==> config.mk <==
export PLATFORM = sky130hd
export DESIGN_NAME = spi_byte_stream_ctrl
export DESIGN_NICKNAME = d
export VERILOG_FILES = /design/src/rtl/spi_byte_stream_ctrl.sv
export SDC_FILE = /design/constraint.sdc
export NUM_CORES = 1
export LEC_CHECK = 0
export ABC_AREA = 1
export CORE_MARGIN = 4
export CORE_UTILIZATION = 34
export CTS_CLUSTER_SIZE = 12
export DETAILED_ROUTE_END_ITERATION = 12
export PLACE_DENSITY = 0.53
export SLEW_MARGIN = 10
export SYNTH_ARGS = -nofsm -noshare
export SYNTH_HDL_FRONTEND = slang
export SYNTH_SLANG_ARGS = --single-unit
==> constraint.sdc <==
create_clock -name clk -period 3.7 [get_ports clk]
set_input_delay 0.555 -clock clk [delete_from_list [all_inputs] [get_ports clk]]
set_output_delay 0.555 -clock clk [all_outputs]
set_load 0.05 [all_outputs]
==> src/rtl/spi_byte_stream_ctrl.sv <==
// Byte-stream feeder for spi_master_mode0: TX FIFO -> one SPI transaction per byte -> RX FIFO.
// Launches only when the RX FIFO has room, so the SPI side can never overflow it.
module spi_byte_stream_ctrl #(
  parameter int DEPTH  = 8,
  parameter int ADDR_W = 3
) (
  input  logic              clk,
  input  logic              rst_n,
  input  logic              enable,
  input  logic              tx_wr_en,
  input  logic [7:0]        tx_wr_data,
  output logic              tx_full,
  output logic [ADDR_W:0]   tx_level,
  input  logic              rx_rd_en,
  output logic [7:0]        rx_rd_data,
  output logic              rx_empty,
  output logic [ADDR_W:0]   rx_level,
  output logic              spi_start,
  output logic [7:0]        spi_tx_data,
  input  logic              spi_busy,
  input  logic              spi_done,
  input  logic [7:0]        spi_rx_data,
  output logic              active,
  output logic [15:0]       xfer_count,
  output logic              err_tx_ovf,
  output logic              err_rx_udf,
  input  logic              err_clr
);

  localparam logic [ADDR_W:0]   FULL_LVL = (ADDR_W+1)'(DEPTH);
  localparam logic [ADDR_W-1:0] PTR_ONE  = ADDR_W'(1);
  localparam logic [ADDR_W:0]   CNT_ONE  = (ADDR_W+1)'(1);

  typedef enum logic {IDLE = 1'b0, WAIT_DONE = 1'b1} state_t;

  state_t state, state_nxt;

  logic [7:0]        tx_mem [DEPTH];
  logic [7:0]        rx_mem [DEPTH];
  logic [ADDR_W-1:0] tx_wr_ptr, tx_rd_ptr, rx_wr_ptr, rx_rd_ptr;
  logic [ADDR_W:0]   tx_count, rx_count;

  logic tx_empty;
  logic can_launch;
  logic launch;
  logic rx_push;
  logic tx_push;
  logic rx_pop;
  logic unused_busy;

  // The master's busy line carries no information this controller needs.
  assign unused_busy = spi_busy;

  assign tx_full    = (tx_count == FULL_LVL);
  assign tx_empty   = (tx_count == '0);
  assign rx_empty   = (rx_count == '0);
  assign tx_level   = tx_count;
  assign rx_level   = rx_count;
  assign rx_rd_data = rx_empty ? 8'h00 : rx_mem[rx_rd_ptr];
  assign active     = (state == WAIT_DONE);

  assign tx_push    = tx_wr_en && !tx_full;
  assign rx_pop     = rx_rd_en && !rx_empty;
  assign can_launch = enable && !tx_empty && (rx_count < FULL_LVL);

  always_ff @(posedge clk or negedge rst_n) begin
    if (!rst_n) state <= IDLE;
    else        state <= state_nxt;
  end

  // done is masked while start is still high so a stale done from the master is never taken.
  always_comb begin
    state_nxt = state;
    case (state)
      IDLE:      if (can_launch)             state_nxt = WAIT_DONE;
      WAIT_DONE: if (spi_done && !spi_start) state_nxt = IDLE;
      default:                               state_nxt = IDLE;
    endcase
  end

  always_comb begin
    launch  = 1'b0;
    rx_push = 1'b0;
    case (state)
      IDLE:      launch  = can_launch;
      WAIT_DONE: rx_push = spi_done && !spi_start;
      default: ;
    endcase
  end

  always_ff @(posedge clk) begin
    if (tx_push) tx_mem[tx_wr_ptr] <= tx_wr_data;
    if (rx_push) rx_mem[rx_wr_ptr] <= spi_rx_data;
  end

  always_ff @(posedge clk or negedge rst_n) begin
    if (!rst_n) begin
      tx_wr_ptr   <= '0;
      tx_rd_ptr   <= '0;
      tx_count    <= '0;
      rx_wr_ptr   <= '0;
      rx_rd_ptr   <= '0;
      rx_count    <= '0;
      spi_start   <= 1'b0;
      spi_tx_data <= 8'h00;
      xfer_count  <= 16'h0000;
      err_tx_ovf  <= 1'b0;
      err_rx_udf  <= 1'b0;
    end else begin
      spi_start <= launch;
      if (launch) begin
        spi_tx_data <= tx_mem[tx_rd_ptr];
        tx_rd_ptr   <= tx_rd_ptr + PTR_ONE;
      end
      if (tx_push) tx_wr_ptr <= tx_wr_ptr + PTR_ONE;
      case ({tx_push, launch})
        2'b10:   tx_count <= tx_count + CNT_ONE;
        2'b01:   tx_count <= tx_count - CNT_ONE;
        default: ;
      endcase

      if (rx_push) begin
        rx_wr_ptr  <= rx_wr_ptr + PTR_ONE;
        xfer_count <= xfer_count + 16'd1;
      end
      if (rx_pop) rx_rd_ptr <= rx_rd_ptr + PTR_ONE;
      case ({rx_push, rx_pop})
        2'b10:   rx_count <= rx_count + CNT_ONE;
        2'b01:   rx_count <= rx_count - CNT_ONE;
        default: ;
      endcase

      // An error event in the same cycle as err_clr leaves the flag set.
      if (tx_wr_en && tx_full)       err_tx_ovf <= 1'b1;
      else if (err_clr)              err_tx_ovf <= 1'b0;
      if (rx_rd_en && rx_empty)      err_rx_udf <= 1'b1;
      else if (err_clr)              err_rx_udf <= 1'b0;
    end
  end

endmodule

==> results.txt <==
outcome: complete, no violations
chip height: 158 µm
clock buffer count from CTS: 17
area share of and/or/nand/nor cells after synthesis: 20.5%
worst vdd ir: 410 µV
Crit Path Category: reg -> out
Slowest cell on crit path: clkdlybuf4s50_1
Critical Path Start Type: register
path depth of the worst reg2reg path: 11
synthesized instance count: 728
Top Layer Used: met4
Synth Area in Compound Gates: 3.75%
first-pass GRT wire length: 27000 µm
r2r setup slk: 1280 ps
Die Area: 25100 µm²
Hold WC Path Type: in -> async
Synth-to-Final Area Change: 20.6%
Final nets: 846
num rows: 54
non-filler cells in the finished layout: 1102
first drt pass iteration count: 4
Worst setup EP type: output pin
met3 wire len: 689 µm
syn nets: 765
worst-margin pin slew: 809 ps
sequential area share after synthesis: 65.7%
most used cell, CP: nor2_1
worst path required time: 3140 ps
RSZ-0062 raised after global routing: no
Post-CTS Setup Repair Bufs: 0
core area: 22000 µm²
CTS Sinks: 176
initial core utilization: 34.9%
initial DRC count: 222
P per Cell Area: 833 nW/µm²
post-DR wirelength/cell: 15.2 µm
ANT cells: 0
GRT overflow: 0
WL met1: 8310 µm
layout cells sized above 1: 8.76%
Hold Buf Count CTS: 0
CTS resizes: 0
Synth Register Bits: 176
clk_lat worst skew: 430 ps
Synth Flop Type: edfxtp_1
CTS H-tree lvls: 4
DP HPWL: 10500 µm
DR vias: 5041
area share of xor/xnor cells in the synthesized design: 2.51%
metal2 WL: 7560 µm
period utilisation layout: 91.9%
via/cell ratio: 4.57
worst path cell trace: inv_2 -> o21ai_0 -> nand2_1 -> nor2_1 -> nor2_1 -> clkdlybuf4s50_1
mux share of post-synthesis cell area: 0%
CP Max Fanout: 33
Yosys cell types: 35
Placed Cells incl. Taps: 1070
# DRC: 0
initial antenna violation count: 0
post-route setup slack: 300 ps
top cell type's share of synthesized area: 50.0%
final setup vio count: 0
P_leak: 3.79 nW
Max Buffers Root-to-Sink: 2
root buffer cell: clkbuf_16
largest net degree at the start of global routing: 34
critical register-to-register path endpoint: rx_level[3]$_DFFE_PN0P_
gpl congestion: 0.767
Slew headroom: 45.8%
fraction of registers with async set/reset: 27.3%
Adder-Cell Fraction of Synth Area: 2.31%
worst-case clock skew: 10.6 ps
Setup TNS: 0 ps
WL final: 16700 µm
I/O pins: 70
Mapped Avg Cell Area: 10.6 µm²
Area contributors post-synth: edfxtp_1, dfrtp_1, nand2_1
clock-pin slew on the worst setup and hold paths: 70 ps
largest family of logic cells by synthesized area: simple AND/OR/NAND/NOR gates
Max Clock Freq: 294 MHz
Fin. Hold Viols: 0
Power Total: 7.72 mW
CP arrival: 2840 ps
Final Critical Period: 3400 ps
max_cap viols: 0
r2r startpoint: rx_level[0]$_DFFE_PN0P_
die width: 158 µm
commonest non-fill, non-tap cell in the layout: nand2_1
CTS tree: done
Antenna Nets Post-Route: 0
Post-synth EDFFs: 128
synth warn: 0
most area-hungry cell type in the Yosys netlist: edfxtp_1
most frequent cells in the layout: nand2_1, edfxtp_1, nor2_1
crit-path max cell delay: 850 ps
overall routing resource usage: 14.2%
Netlist Area Pre-Place: 7680 µm²
fillers: 2115
Final Max Tran Viols: 0
vias in the first global route: 4967
PortBufs: 68
dpl ws: 626 ps
[power by group]
part           total (mW)  internal, mW  switching (mW)
combinational        3.18          1.05            2.13
sequential           2.83          2.48           0.350
clock                1.72         0.895           0.821
[registers in the layout, summed over array words and instances, names as in the netlist, 3 cells and up]
register and count:
tx_level 4, rx_level 4, spi_tx_data 8, rx_wr_ptr 3
rx_mem 64, rx_rd_ptr 3, tx_mem 64, tx_rd_ptr 3
tx_wr_ptr 3, xfer_count 16
[layout make-up]
type / instances / area (µm²) / area share, %
inverter: 67 / 251 / 2.72
clock buffer: 17 / 425 / 4.59
sequential: 176 / 5050 / 54.5
multi-input combinational: 460 / 2230 / 24.1
tap: 280 / 350 / 3.78
timing repair buffer: 87 / 818 / 8.83
clock inverter: 15 / 140 / 1.51
[per-stage QoR]
stage | hold WS [ps] | area [µm²] | utilization, %
after floorplan | 259 | 7680 | -
after global placement | 465 | 8700 | 39.5
after detailed placement | 469 | 8700 | 39.5
after CTS | 193 | 9260 | 42.0
after global routing | 217 | 9260 | 42.1
final | 171 | 9260 | 42.1
[synthesized netlist by cell type (8+ instances only)]
library cell	instances
ha_1	11
buf_2	12
xor2_1	11
inv_1	60
buf_4	8
o21ai_0	35
xnor2_1	11
o211ai_1	8
nand2_1	189
nor3_1	10
dfrtp_1	48
nand3_1	52
edfxtp_1	128
nor2_1	100
[worst max path at each step]
stage | from | endpoint | slack, ps | cells past startpoint
after floorplan | tx_level[1]$_DFFE_PN0P_ | tx_level[3]$_DFFE_PN0P_ | 1360 | 11
after global placement | rx_rd_ptr[0]$_DFFE_PN0P_ | rx_rd_data[0] | 650 | 8
after detailed placement | rx_rd_ptr[0]$_DFFE_PN0P_ | rx_rd_data[0] | 630 | 8
after CTS | rx_rd_ptr[0]$_DFFE_PN0P_ | rx_rd_data[0] | 150 | 8
after global routing | rx_rd_ptr[0]$_DFFE_PN0P_ | rx_rd_data[0] | 140 | 8
final | rx_rd_ptr[0]$_DFFE_PN0P_ | rx_rd_data[0] | 300 | 6
[layer usage]
layer / GRT usage [%] / vias up
met5: 0 / -
met4: 4.14 / 0
met3: 3.72 / 11
met2: 22.0 / 85
met1: 19.9 / 2372
li1: - / 2573
[cells by family after synthesis]
family / after synthesis
adders and majority gates: 13
buffers and inverters: 92
DFF: 176
AOI/OAI and AO/OA: 52
xor gates and xnor gates: 22
and+or+nand+nor: 373
[worst max-delay path, delay by kind of cell (launching register included)]
kind / cells / cell delay, ps
DFF: 1 / 530
buffers and inverters: 2 / 1300
and+or+nand+nor: 3 / 390
AOI/OAI and AO/OA: 1 / 180
Note: power is estimated with default switching activity, not from simulation.
